**config.mk**
```make
export PLATFORM = sky130hd
export DESIGN_NAME = pipe_ctrl_unit
export DESIGN_NICKNAME = d
export VERILOG_FILES = /design/src/rtl/pipe_ctrl_unit.sv
export SDC_FILE = /design/constraint.sdc
export NUM_CORES = 1
export LEC_CHECK = 0
export CAP_MARGIN = 5
export CORE_MARGIN = 2
export CORE_UTILIZATION = 47
export DETAILED_ROUTE_END_ITERATION = 12
export PLACE_DENSITY = 0.81
export SLEW_MARGIN = 10
export SYNTH_ARGS = -nofsm -noshare
export SYNTH_HDL_FRONTEND = slang
export SYNTH_SLANG_ARGS = --single-unit
```
**constraint.sdc**
```tcl
create_clock -name clk -period 4.6 [get_ports clk]
set_input_delay 0.92 -clock clk [delete_from_list [all_inputs] [get_ports clk]]
set_output_delay 0.92 -clock clk [all_outputs]
set_load 0.05 [all_outputs]
```
**src/rtl/pipe_ctrl_unit.sv**
```systemverilog
// Pipeline control unit for the 5-stage core.
// Decodes the ID opcode into a 7-bit control bundle and carries it through the
// ID/EX, EX/MEM and MEM/WB control registers. It also detects load-use hazards,
// flushes IF/ID on EX-resolved jumps and taken branches, and keeps saturating
// stall/flush performance counters.
// Control bundle bit map: [0] reg_write [1] alu_src [2] mem_read [3] mem_write
//                         [4] mem_to_reg [5] branch [6] jump
module pipe_ctrl_unit #(
    parameter int REG_AW     = 5,
    parameter bit ENABLE_EXT = 1'b1,
    parameter int CNT_W      = 16
) (
    input  logic              clk,
    input  logic              rst,
    input  logic              id_valid,
    input  logic [6:0]        id_opcode,
    input  logic [REG_AW-1:0] id_rs1,
    input  logic [REG_AW-1:0] id_rs2,
    input  logic [REG_AW-1:0] id_rd,
    input  logic              ex_branch_taken,
    input  logic              stall_ext,
    output logic [6:0]        ex_ctrl,
    output logic [6:0]        mem_ctrl,
    output logic [6:0]        wb_ctrl,
    output logic [REG_AW-1:0] ex_rd,
    output logic [REG_AW-1:0] mem_rd,
    output logic [REG_AW-1:0] wb_rd,
    output logic              ex_valid,
    output logic              mem_valid,
    output logic              wb_valid,
    output logic              wb_illegal,
    output logic              pc_write,
    output logic              if_id_write,
    output logic              if_id_flush,
    output logic              load_use_stall,
    output logic [CNT_W-1:0]  stall_cnt,
    output logic [CNT_W-1:0]  flush_cnt
);

    localparam logic [6:0] OP_RTYPE  = 7'b0110011;
    localparam logic [6:0] OP_IALU   = 7'b0010011;
    localparam logic [6:0] OP_JAL    = 7'b1101111;
    localparam logic [6:0] OP_LOAD   = 7'b0000011;
    localparam logic [6:0] OP_STORE  = 7'b0100011;
    localparam logic [6:0] OP_BRANCH = 7'b1100011;
    localparam logic [6:0] OP_JALR   = 7'b1100111;
    localparam logic [6:0] OP_LUI    = 7'b0110111;

    localparam logic [7:0] DEC_ILLEGAL = 8'h80;

    // Returns {illegal, ctrl[6:0]} for an opcode; extended opcodes are
    // illegal in the legacy subset.
    function automatic logic [7:0] decode_f(input logic [6:0] op);
        logic [7:0] d;
        case (op)
            OP_RTYPE:  d = 8'h01;
            OP_IALU:   d = 8'h03;
            OP_JAL:    d = 8'h41;
            OP_LOAD:   d = ENABLE_EXT ? 8'h17 : DEC_ILLEGAL;
            OP_STORE:  d = ENABLE_EXT ? 8'h0A : DEC_ILLEGAL;
            OP_BRANCH: d = ENABLE_EXT ? 8'h20 : DEC_ILLEGAL;
            OP_JALR:   d = ENABLE_EXT ? 8'h43 : DEC_ILLEGAL;
            OP_LUI:    d = ENABLE_EXT ? 8'h03 : DEC_ILLEGAL;
            default:   d = DEC_ILLEGAL;
        endcase
        return d;
    endfunction

    // Saturating increment: holds at all-ones instead of wrapping.
    function automatic logic [CNT_W-1:0] sat_inc_f(input logic [CNT_W-1:0] v);
        logic [CNT_W-1:0] r;
        if (v == {CNT_W{1'b1}}) begin
            r = v;
        end else begin
            r = v + {{(CNT_W-1){1'b0}}, 1'b1};
        end
        return r;
    endfunction

    logic [7:0]        id_dec_s;
    logic [6:0]        id_ctrl_s;
    logic              id_ill_s;
    logic [REG_AW-1:0] id_rd_s;
    logic              uses_rs1_s;
    logic              uses_rs2_s;
    logic              load_use_s;
    logic              redirect_s;
    logic              hold_s;
    logic              bubble_s;
    logic              inc_stall_s;
    logic              inc_flush_s;
    logic              pc_write_s;
    logic              if_id_write_s;
    logic              if_id_flush_s;
    logic              load_use_stall_s;

    logic [6:0]        ex_ctrl_r, mem_ctrl_r, wb_ctrl_r;
    logic [REG_AW-1:0] ex_rd_r, mem_rd_r, wb_rd_r;
    logic              ex_valid_r, mem_valid_r, wb_valid_r;
    logic              ex_ill_r, mem_ill_r, wb_ill_r;
    logic [CNT_W-1:0]  stall_cnt_r, flush_cnt_r;

    // Decode the ID instruction; a bubble yields a null bundle and never flags illegal.
    always_comb begin
        id_dec_s = decode_f(id_opcode);
        if (id_valid) begin
            id_ctrl_s = id_dec_s[6:0];
            id_ill_s  = id_dec_s[7];
            id_rd_s   = id_rd;
        end else begin
            id_ctrl_s = 7'b0000000;
            id_ill_s  = 1'b0;
            id_rd_s   = {REG_AW{1'b0}};
        end
    end

    // Load-use detection against the load in EX and EX-resolved redirect.
    always_comb begin
        uses_rs1_s = (id_opcode != OP_JAL) && (id_opcode != OP_LUI);
        uses_rs2_s = (id_opcode == OP_RTYPE) || (id_opcode == OP_STORE) ||
                     (id_opcode == OP_BRANCH);
        load_use_s = ex_valid_r && ex_ctrl_r[2] && (ex_rd_r != {REG_AW{1'b0}}) &&
                     id_valid &&
                     (((ex_rd_r == id_rs1) && uses_rs1_s) ||
                      ((ex_rd_r == id_rs2) && uses_rs2_s));
        redirect_s = ex_valid_r && (ex_ctrl_r[6] || (ex_ctrl_r[5] && ex_branch_taken));
    end

    // Per-cycle priority: reset, external hold, redirect, load-use, advance.
    always_comb begin
        pc_write_s       = 1'b1;
        if_id_write_s    = 1'b1;
        if_id_flush_s    = 1'b0;
        load_use_stall_s = 1'b0;
        hold_s           = 1'b0;
        bubble_s         = 1'b0;
        inc_stall_s      = 1'b0;
        inc_flush_s      = 1'b0;
        if (rst) begin
            pc_write_s    = 1'b1;
            if_id_write_s = 1'b1;
        end else if (stall_ext) begin
            pc_write_s    = 1'b0;
            if_id_write_s = 1'b0;
            hold_s        = 1'b1;
        end else if (redirect_s) begin
            if_id_flush_s = 1'b1;
            bubble_s      = 1'b1;
            inc_flush_s   = 1'b1;
        end else if (load_use_s) begin
            pc_write_s       = 1'b0;
            if_id_write_s    = 1'b0;
            load_use_stall_s = 1'b1;
            bubble_s         = 1'b1;
            inc_stall_s      = 1'b1;
        end else begin
            pc_write_s    = 1'b1;
            if_id_write_s = 1'b1;
        end
    end

    // Stage control registers and perf counters.
    always_ff @(posedge clk) begin
        if (rst) begin
            ex_ctrl_r   <= 7'b0000000;
            mem_ctrl_r  <= 7'b0000000;
            wb_ctrl_r   <= 7'b0000000;
            ex_rd_r     <= {REG_AW{1'b0}};
            mem_rd_r    <= {REG_AW{1'b0}};
            wb_rd_r     <= {REG_AW{1'b0}};
            ex_valid_r  <= 1'b0;
            mem_valid_r <= 1'b0;
            wb_valid_r  <= 1'b0;
            ex_ill_r    <= 1'b0;
            mem_ill_r   <= 1'b0;
            wb_ill_r    <= 1'b0;
            stall_cnt_r <= {CNT_W{1'b0}};
            flush_cnt_r <= {CNT_W{1'b0}};
        end else if (!hold_s) begin
            if (bubble_s) begin
                ex_ctrl_r  <= 7'b0000000;
                ex_rd_r    <= {REG_AW{1'b0}};
                ex_valid_r <= 1'b0;
                ex_ill_r   <= 1'b0;
            end else begin
                ex_ctrl_r  <= id_ctrl_s;
                ex_rd_r    <= id_rd_s;
                ex_valid_r <= id_valid;
                ex_ill_r   <= id_ill_s;
            end
            mem_ctrl_r  <= ex_ctrl_r;
            mem_rd_r    <= ex_rd_r;
            mem_valid_r <= ex_valid_r;
            mem_ill_r   <= ex_ill_r;
            wb_ctrl_r   <= mem_ctrl_r;
            wb_rd_r     <= mem_rd_r;
            wb_valid_r  <= mem_valid_r;
            wb_ill_r    <= mem_ill_r;
            if (inc_stall_s) begin
                stall_cnt_r <= sat_inc_f(stall_cnt_r);
            end
            if (inc_flush_s) begin
                flush_cnt_r <= sat_inc_f(flush_cnt_r);
            end
        end
    end

    assign ex_ctrl        = ex_ctrl_r;
    assign mem_ctrl       = mem_ctrl_r;
    assign wb_ctrl        = wb_ctrl_r;
    assign ex_rd          = ex_rd_r;
    assign mem_rd         = mem_rd_r;
    assign wb_rd          = wb_rd_r;
    assign ex_valid       = ex_valid_r;
    assign mem_valid      = mem_valid_r;
    assign wb_valid       = wb_valid_r;
    assign wb_illegal     = wb_ill_r;
    assign stall_cnt      = stall_cnt_r;
    assign flush_cnt      = flush_cnt_r;
    assign pc_write       = pc_write_s;
    assign if_id_write    = if_id_write_s;
    assign if_id_flush    = if_id_flush_s;
    assign load_use_stall = load_use_stall_s;

endmodule

```
==> impl_metrics.tcl, run 1 <==
set metrics [dict create \
    chipHeight_um 87.2 \
    total_die_area_mm2 0.00761 \
    firstDrtPassIters 4 \
    slowest_delay_ns 0.61 \
    synth_top_cell_area_share_pct 43.6 \
    skew_pair_late_insertion_delay_ns 0.34 \
    cts_tree "yes" \
    core_area_mm2 0.00676 \
    yosysWarningCount 0 \
    syn_inst 349 \
    postRouteWirelength_mm 8.25 \
    timing.final.crit_period_ns 4.23 \
    final-hold-violation-count 0 \
    num_rows 30 \
    ctsLongestPathBuffers 2 \
    path_cells "clkdlybuf4s50_1 -> or3b_1 -> a21oi_1 -> nor4_4 -> nor2_1 -> nor2_1 -> a21oi_1 -> buf_12" \
    slew_headroom_pct 56.7 \
    number_of_routed_nets_with_antenna_violations 0 \
    worstHoldPathType "flop to flop" \
    worstMarginPinSlew_ns 0.646 \
    synth-seq-area-share_pct 43.6 \
    synth.area.top_cells "dfxtp_1 44%, mux2i_1 8.6%, nor2_1 6.0%" \
    grt_pass1_vias 2716 \
    antenna_cells 0 \
    cts.clk_slew.worst_paths_ns 0.08 \
    design_power_total_uw 1180 \
    final_number_of_max_transition_violations 0 \
    grt_setup_unrepaired "no" \
    yosys_register_bits 71 \
    detail_route.iter0.violations 182 \
    worstPathArrival_ns 3.31 \
    dp_hpwl_mm 5.99 \
    htreeDepth 3 \
    worst_setup_path_start_kind "input port" \
    synthTopCellsByCount "71 x dfxtp_1, 52 x nor2_1, 28 x mux2i_1, 20 x nand2_1, 17 x a21oi_1" \
    grt_first_pass_wirelength_mm 13.1 \
    antenna_violations_before_repair 0 \
    worst_ep_required_time_ns 3.68 \
    die_x_um 87.2 \
    synth_enable_flop_cells 0 \
    final_setup_violating_endpoints 0 \
    syn_area_per_cell_um2 9.33 \
    leakagePower_uw 0.00165 \
    setup_slack_ns 0.365 \
    routed-via-count 2891 \
    buffer_ports.inserted 102 \
    drc 0 \
    max_freq_ghz 0.236 \
    worst_slack_placed_ns 0.397 \
    tritoncts.num_buffers 9 \
    overflow_after_grt 0 \
    top_level_ports 103 \
    period_share_pct 92.1 \
    worst_clock_skew_ns 0.00580 \
    area_growth_syn_to_layout_pct 37.6 \
    grtUsageTotal_pct 22.0 \
    effective_utilization_at_floorplan_pct 48.2 \
    irDropWorstVdd_uv 191 \
    post_drt_wl_per_cell_um 15.6 \
    sum_of_negative_setup_slack_ns 0 \
    number_of_post_cts_setup_repair_buffers 0 \
    final_util_pct 66.3 \
    outcome "finished, final reports clean" \
    worst_setup_path_end_kind "output pin" \
    cts_repair_resize_count 0 \
    cp_slowest_cell "clkdlybuf4s50_1" \
    setup.reg_to_reg.worst_slack_ns 2.37 \
    synth_area_leader_cell "dfxtp_1" \
    synth_async_sr_flop_share_pct 0 \
    root_buffer "clkbuf_8" \
    synthesis.nets 378 \
    crit_fanout 8 \
    syn-cell-area_mm2 0.00326 \
    ctsHoldBuffers 0 \
    finalNetCount 474 \
    clock_sink_count 71 \
    synth_top_flop_cell "dfxtp_1" \
    most_used_standard_cell_by_instance_count_after_synthesis "dfxtp_1" \
    synth_cell_type_count 46 \
    gp_congestion 0.766 \
    max-cap-violations 0 \
    vias_per_cell 5.45 \
    ratio_of_cells_with_drive_above_1_in_the_final_layout_pct 10.4 \
    p_per_area_mw_per_mm2 263 \
    timing_worst_setup_path_type "input port to output pin" \
    grt_max_degree 63 \
]
==> layout make-up <==
| cell class | count | area, µm² |
|---|---|---|
| fill | 562 | 2280 |
| timing repair buffer | 106 | 1060 |
| sequential | 71 | 1420 |
| inverter | 5 | 18.8 |
| clock inverter | 7 | 47.5 |
| tap | 80 | 100 |
| clock buffer | 9 | 124 |
| multi-input combinational | 252 | 1710 |
==> stage by stage <==
step | cell area (µm²) | std cells | hold slack, ns
2_1_floorplan | 3260 | 349 | 0.454
4_1_cts | 4480 | 530 | 0.493
3_3_place_gp | 4310 | 514 | 0.474
3_5_place_dp | 4310 | 514 | 0.475
5_1_grt | 4480 | 530 | 0.517
6_report | 4480 | 530 | 0.493
==> metal layers <==
| metal | part of all wire [%] | wire (µm) | GRT usage, % | vias up |
|---|---|---|---|---|
| met2 | 48 | 3940 | 35.7 | 90 |
| met1 | 45 | 3690 | 28.6 | 1358 |
| met4 | 1.6 | 135 | 8.95 | 0 |
| met5 | 0 | 0 | 0 | - |
| met3 | 5.8 | 480 | 4.27 | 10 |
| li1 | - | - | - | 1433 |
==> path summary, 6_finish.rpt <==
check / startpoint / to / depth (start not counted)
max reg2reg: ex_rd[4]$_SDFFE_PP0N_ / stall_cnt[14]$_SDFFE_PP0P_ / 7
min reg2reg: ex_ill_r$_SDFFE_PP0N_ / ex_ill_r$_SDFFE_PP0N_ / 1
min: ex_ill_r$_SDFFE_PP0N_ / ex_ill_r$_SDFFE_PP0N_ / 1
max: id_opcode[4] / pc_write / 8
==> registers in the layout (all words and copies together) (netlist names) <==
signal / count
stall_cnt: 16
mem_ill_r: 1
ex_valid: 1
ex_ctrl: 6
flush_cnt: 16
wb_valid: 1
mem_valid: 1
mem_ctrl: 6
wb_rd: 5
mem_rd: 5
wb_illegal: 1
ex_ill_r: 1
ex_rd: 5
wb_ctrl: 6
==> worst max-delay path: cells and delay by family <==
| kind | cells | cell delay [ns] |
|---|---|---|
| buffers and inverters | 2 | 0.82 |
| AOI/OAI and AO/OA | 2 | 0.81 |
| and+or+nand+nor | 4 | 0.75 |
==> kinds of logic (layout without fill, tap and decap cells) <==
kind of cell,after synthesis,in the layout,synth area share (%)
fa+ha+maj,2,2,0.768
simple gates,140,140,23.1
flops,71,71,43.6
mux,29,29,9.07
xor+xnor,28,28,7.53
buf+inv,26,127,3.84
compound gates,53,53,12.1
==> cells in the final DEF (no fill, tap or decap), types with 2 or more instances in the layout <==
cell	instances
xnor2_1	13
nor3_1	6
or3_1	11
o21ai_0	11
and4_1	5
clkinvlp_4	2
mux2i_1	28
and3_1	3
a21oi_1	17
nand2_1	20
buf_2	2
dfxtp_1	71
nand4_1	10
xor2_1	15
buf_12	2
a31oi_1	3
a32o_1	2
a22o_2	9
a211oi_1	2
nand3_1	14
nor4_4	2
or4_1	4
nor2b_1	2
o31ai_1	2
nor3b_1	2
buf_4	5
and2_1	2
inv_1	5
clkbuf_8	9
clkinv_2	3
nor2_1	52
ha_1	2
clkdlybuf4s50_1	97
==> power by group <==
part	leakage, µW	switching, µW	total, µW	internal [µW]
sequential	0.000573	7.00	626	619
clock	0.0000854	244	439	195
combinational	0.000990	62.1	113	50.8
Power figures use the tool's default switching activity.
==> run 2, diff against run 1 <==
--- a/config.mk
+++ b/config.mk
@@ -6,10 +6,12 @@
 export NUM_CORES = 1
 export LEC_CHECK = 0
 export CAP_MARGIN = 5
+export CORE_ASPECT_RATIO = 0.75
 export CORE_MARGIN = 2
 export CORE_UTILIZATION = 47
 export DETAILED_ROUTE_END_ITERATION = 12
 export PLACE_DENSITY = 0.81
+export SETUP_SLACK_MARGIN = 0.5
 export SLEW_MARGIN = 10
 export SYNTH_ARGS = -nofsm -noshare
 export SYNTH_HDL_FRONTEND = slang
==> impl_metrics.tcl, run 2 (synthesized netlist as in run 1, its figures left out) <==
set metrics [dict create \
    outcome "finished, final reports clean" \
    p_per_area_mw_per_mm2 265 \
    regToRegEndpoint "stall_cnt[14]$_SDFFE_PP0P_" \
    final_number_of_max_transition_violations 0 \
    worstHoldPathType "flop to flop" \
    hold_path_startpoint "ex_ill_r$_SDFFE_PP0N_" \
    chipHeight_um 76.1 \
    slowest_delay_ns 0.63 \
    ratio_of_cells_with_drive_above_1_in_the_final_layout_pct 10.7 \
    firstDrtPassIters 4 \
    area_growth_syn_to_layout_pct 38.1 \
    design_power_total_uw 1190 \
    dp_hpwl_mm 5.95 \
    rr_startpoint "ex_rd[4]$_SDFFE_PP0N_" \
    buffer_ports.inserted 102 \
    dp.cells 517 \
    most_frequent_cells_in_the_layout "97 x clkdlybuf4s50_1, 71 x dfxtp_1, 52 x nor2_1" \
    ctsLongestPathBuffers 2 \
    effective_utilization_at_floorplan_pct 48.1 \
    worstPathArrival_ns 3.05 \
    cts.clk_slew.worst_paths_ns 0.07 \
    final_setup_violating_endpoints 0 \
    worst_ep_required_time_ns 3.68 \
    worst_setup_path_end_kind "output pin" \
    cts_tree "yes" \
    worst_setup_path_start_kind "input port" \
    grt_max_degree 52 \
    irDropWorstVdd_uv 185 \
    root_buffer "clkbuf_8" \
    number_of_routed_nets_with_antenna_violations 0 \
    core_area_mm2 0.00677 \
    gp_congestion 0.861 \
    path_cells "clkdlybuf4s50_1 -> or3b_1 -> a21oi_2 -> nor4_4 -> nor2_1 -> nor2_1 -> a21oi_2 -> buf_12" \
    leakagePower_uw 0.00164 \
    number_of_post_cts_setup_repair_buffers 0 \
    slew_headroom_pct 26.4 \
    total_die_area_mm2 0.00762 \
    post_drt_wl_per_cell_um 15.3 \
    timing_worst_setup_path_type "input port to output pin" \
    period_share_pct 86.3 \
    setup.reg_to_reg.worst_slack_ns 2.33 \
    final-hold-violation-count 0 \
    drc 0 \
    mostFrequentLayoutCell "clkdlybuf4s50_1" \
    finalNetCount 473 \
    grt_setup_unrepaired "no" \
    grt_first_pass_wirelength_mm 13.2 \
    postRouteWirelength_mm 8.14 \
    worst_clock_skew_ns 0.00805 \
    num_rows 26 \
    sum_of_negative_setup_slack_ns 0 \
    vias_per_cell 5.55 \
    antenna_violations_before_repair 0 \
    overflow_after_grt 0 \
    tritoncts.num_buffers 9 \
    antenna_cells 0 \
    crit_fanout 8 \
    max_freq_ghz 0.252 \
    skew_pair_late_insertion_delay_ns 0.35 \
    timing.final.crit_period_ns 3.97 \
    die_x_um 100 \
    grt_pass1_vias 2711 \
    clock_sink_count 71 \
    cp_slowest_cell "clkdlybuf4s50_1" \
    cp-startpoint "id_opcode[4]" \
    htreeDepth 3 \
    max-cap-violations 0 \
    worst-r2r-cell-count 7 \
    grtUsageTotal_pct 21.7 \
    layoutNonFillerInstCount 533 \
    crit_path_end "if_id_write" \
    ctsHoldBuffers 0 \
    top_level_ports 103 \
    worstMarginPinSlew_ns 1.10 \
    detail_route.iter0.violations 106 \
    routed-via-count 2960 \
]
[run 2: where the power goes]
part	leakage (µW)	internal, µW	switching (µW)
clock network	0.0000849	212	242
registers	0.000573	619	7.48
logic	0.000986	50.3	62.0
[run 2: worst min-delay path by stage]
stage                       endpoint  slack [ns]  cells past startpoint
5_1_grt        ex_ill_r$_SDFFE_PP0N_        0.52                      1
2_1_floorplan  ex_ill_r$_SDFFE_PP0N_        0.45                      1
6_report       ex_ill_r$_SDFFE_PP0N_        0.49                      1
3_3_place_gp   ex_ill_r$_SDFFE_PP0N_        0.47                      1
4_1_cts        ex_ill_r$_SDFFE_PP0N_        0.50                      1
3_5_place_dp   ex_ill_r$_SDFFE_PP0N_        0.48                      1
[run 2: cell type report]
| class | instances | area, µm² |
|---|---|---|
| inverter | 5 | 18.8 |
| clock buffer | 10 | 138 |
| multi-input combinational | 252 | 1720 |
| sequential | 71 | 1420 |
| tap | 84 | 105 |
| fill | 564 | 2270 |
| timing repair buffer | 105 | 1050 |
| clock inverter | 6 | 45.0 |
[run 2: stage by stage]
step	util, %	hold slack [ns]	instance area, µm²	setup slack, ns
after floorplan	-	0.454	3260	0.514
after global placement	63.6	0.472	4310	0.475
after detailed placement	63.6	0.479	4310	0.417
after CTS	66.4	0.496	4490	0.531
after global routing	66.5	0.524	4500	0.521
final	66.5	0.494	4500	0.629
[run 2: repair_timing]
action | in CTS | in global routing
setup endpoints to repair | 2 | 2
pin swaps | 0 | 0
gates resized for setup | 1 | 1
[run 2: routing by layer]
layer,up-vias,track usage [%],part of all wire [%]
met3,15,8.26,8.5
met1,1408,29.2,45
li1,1434,-,-
met2,103,32.4,45
met5,-,0,0
met4,0,6.30,1.5
[run 2: worst max-delay path: cells and delay by family]
kind            cells  cell delay [ns]
buf+inv             2             0.81
simple gates        4             0.75
compound gates      2             0.57
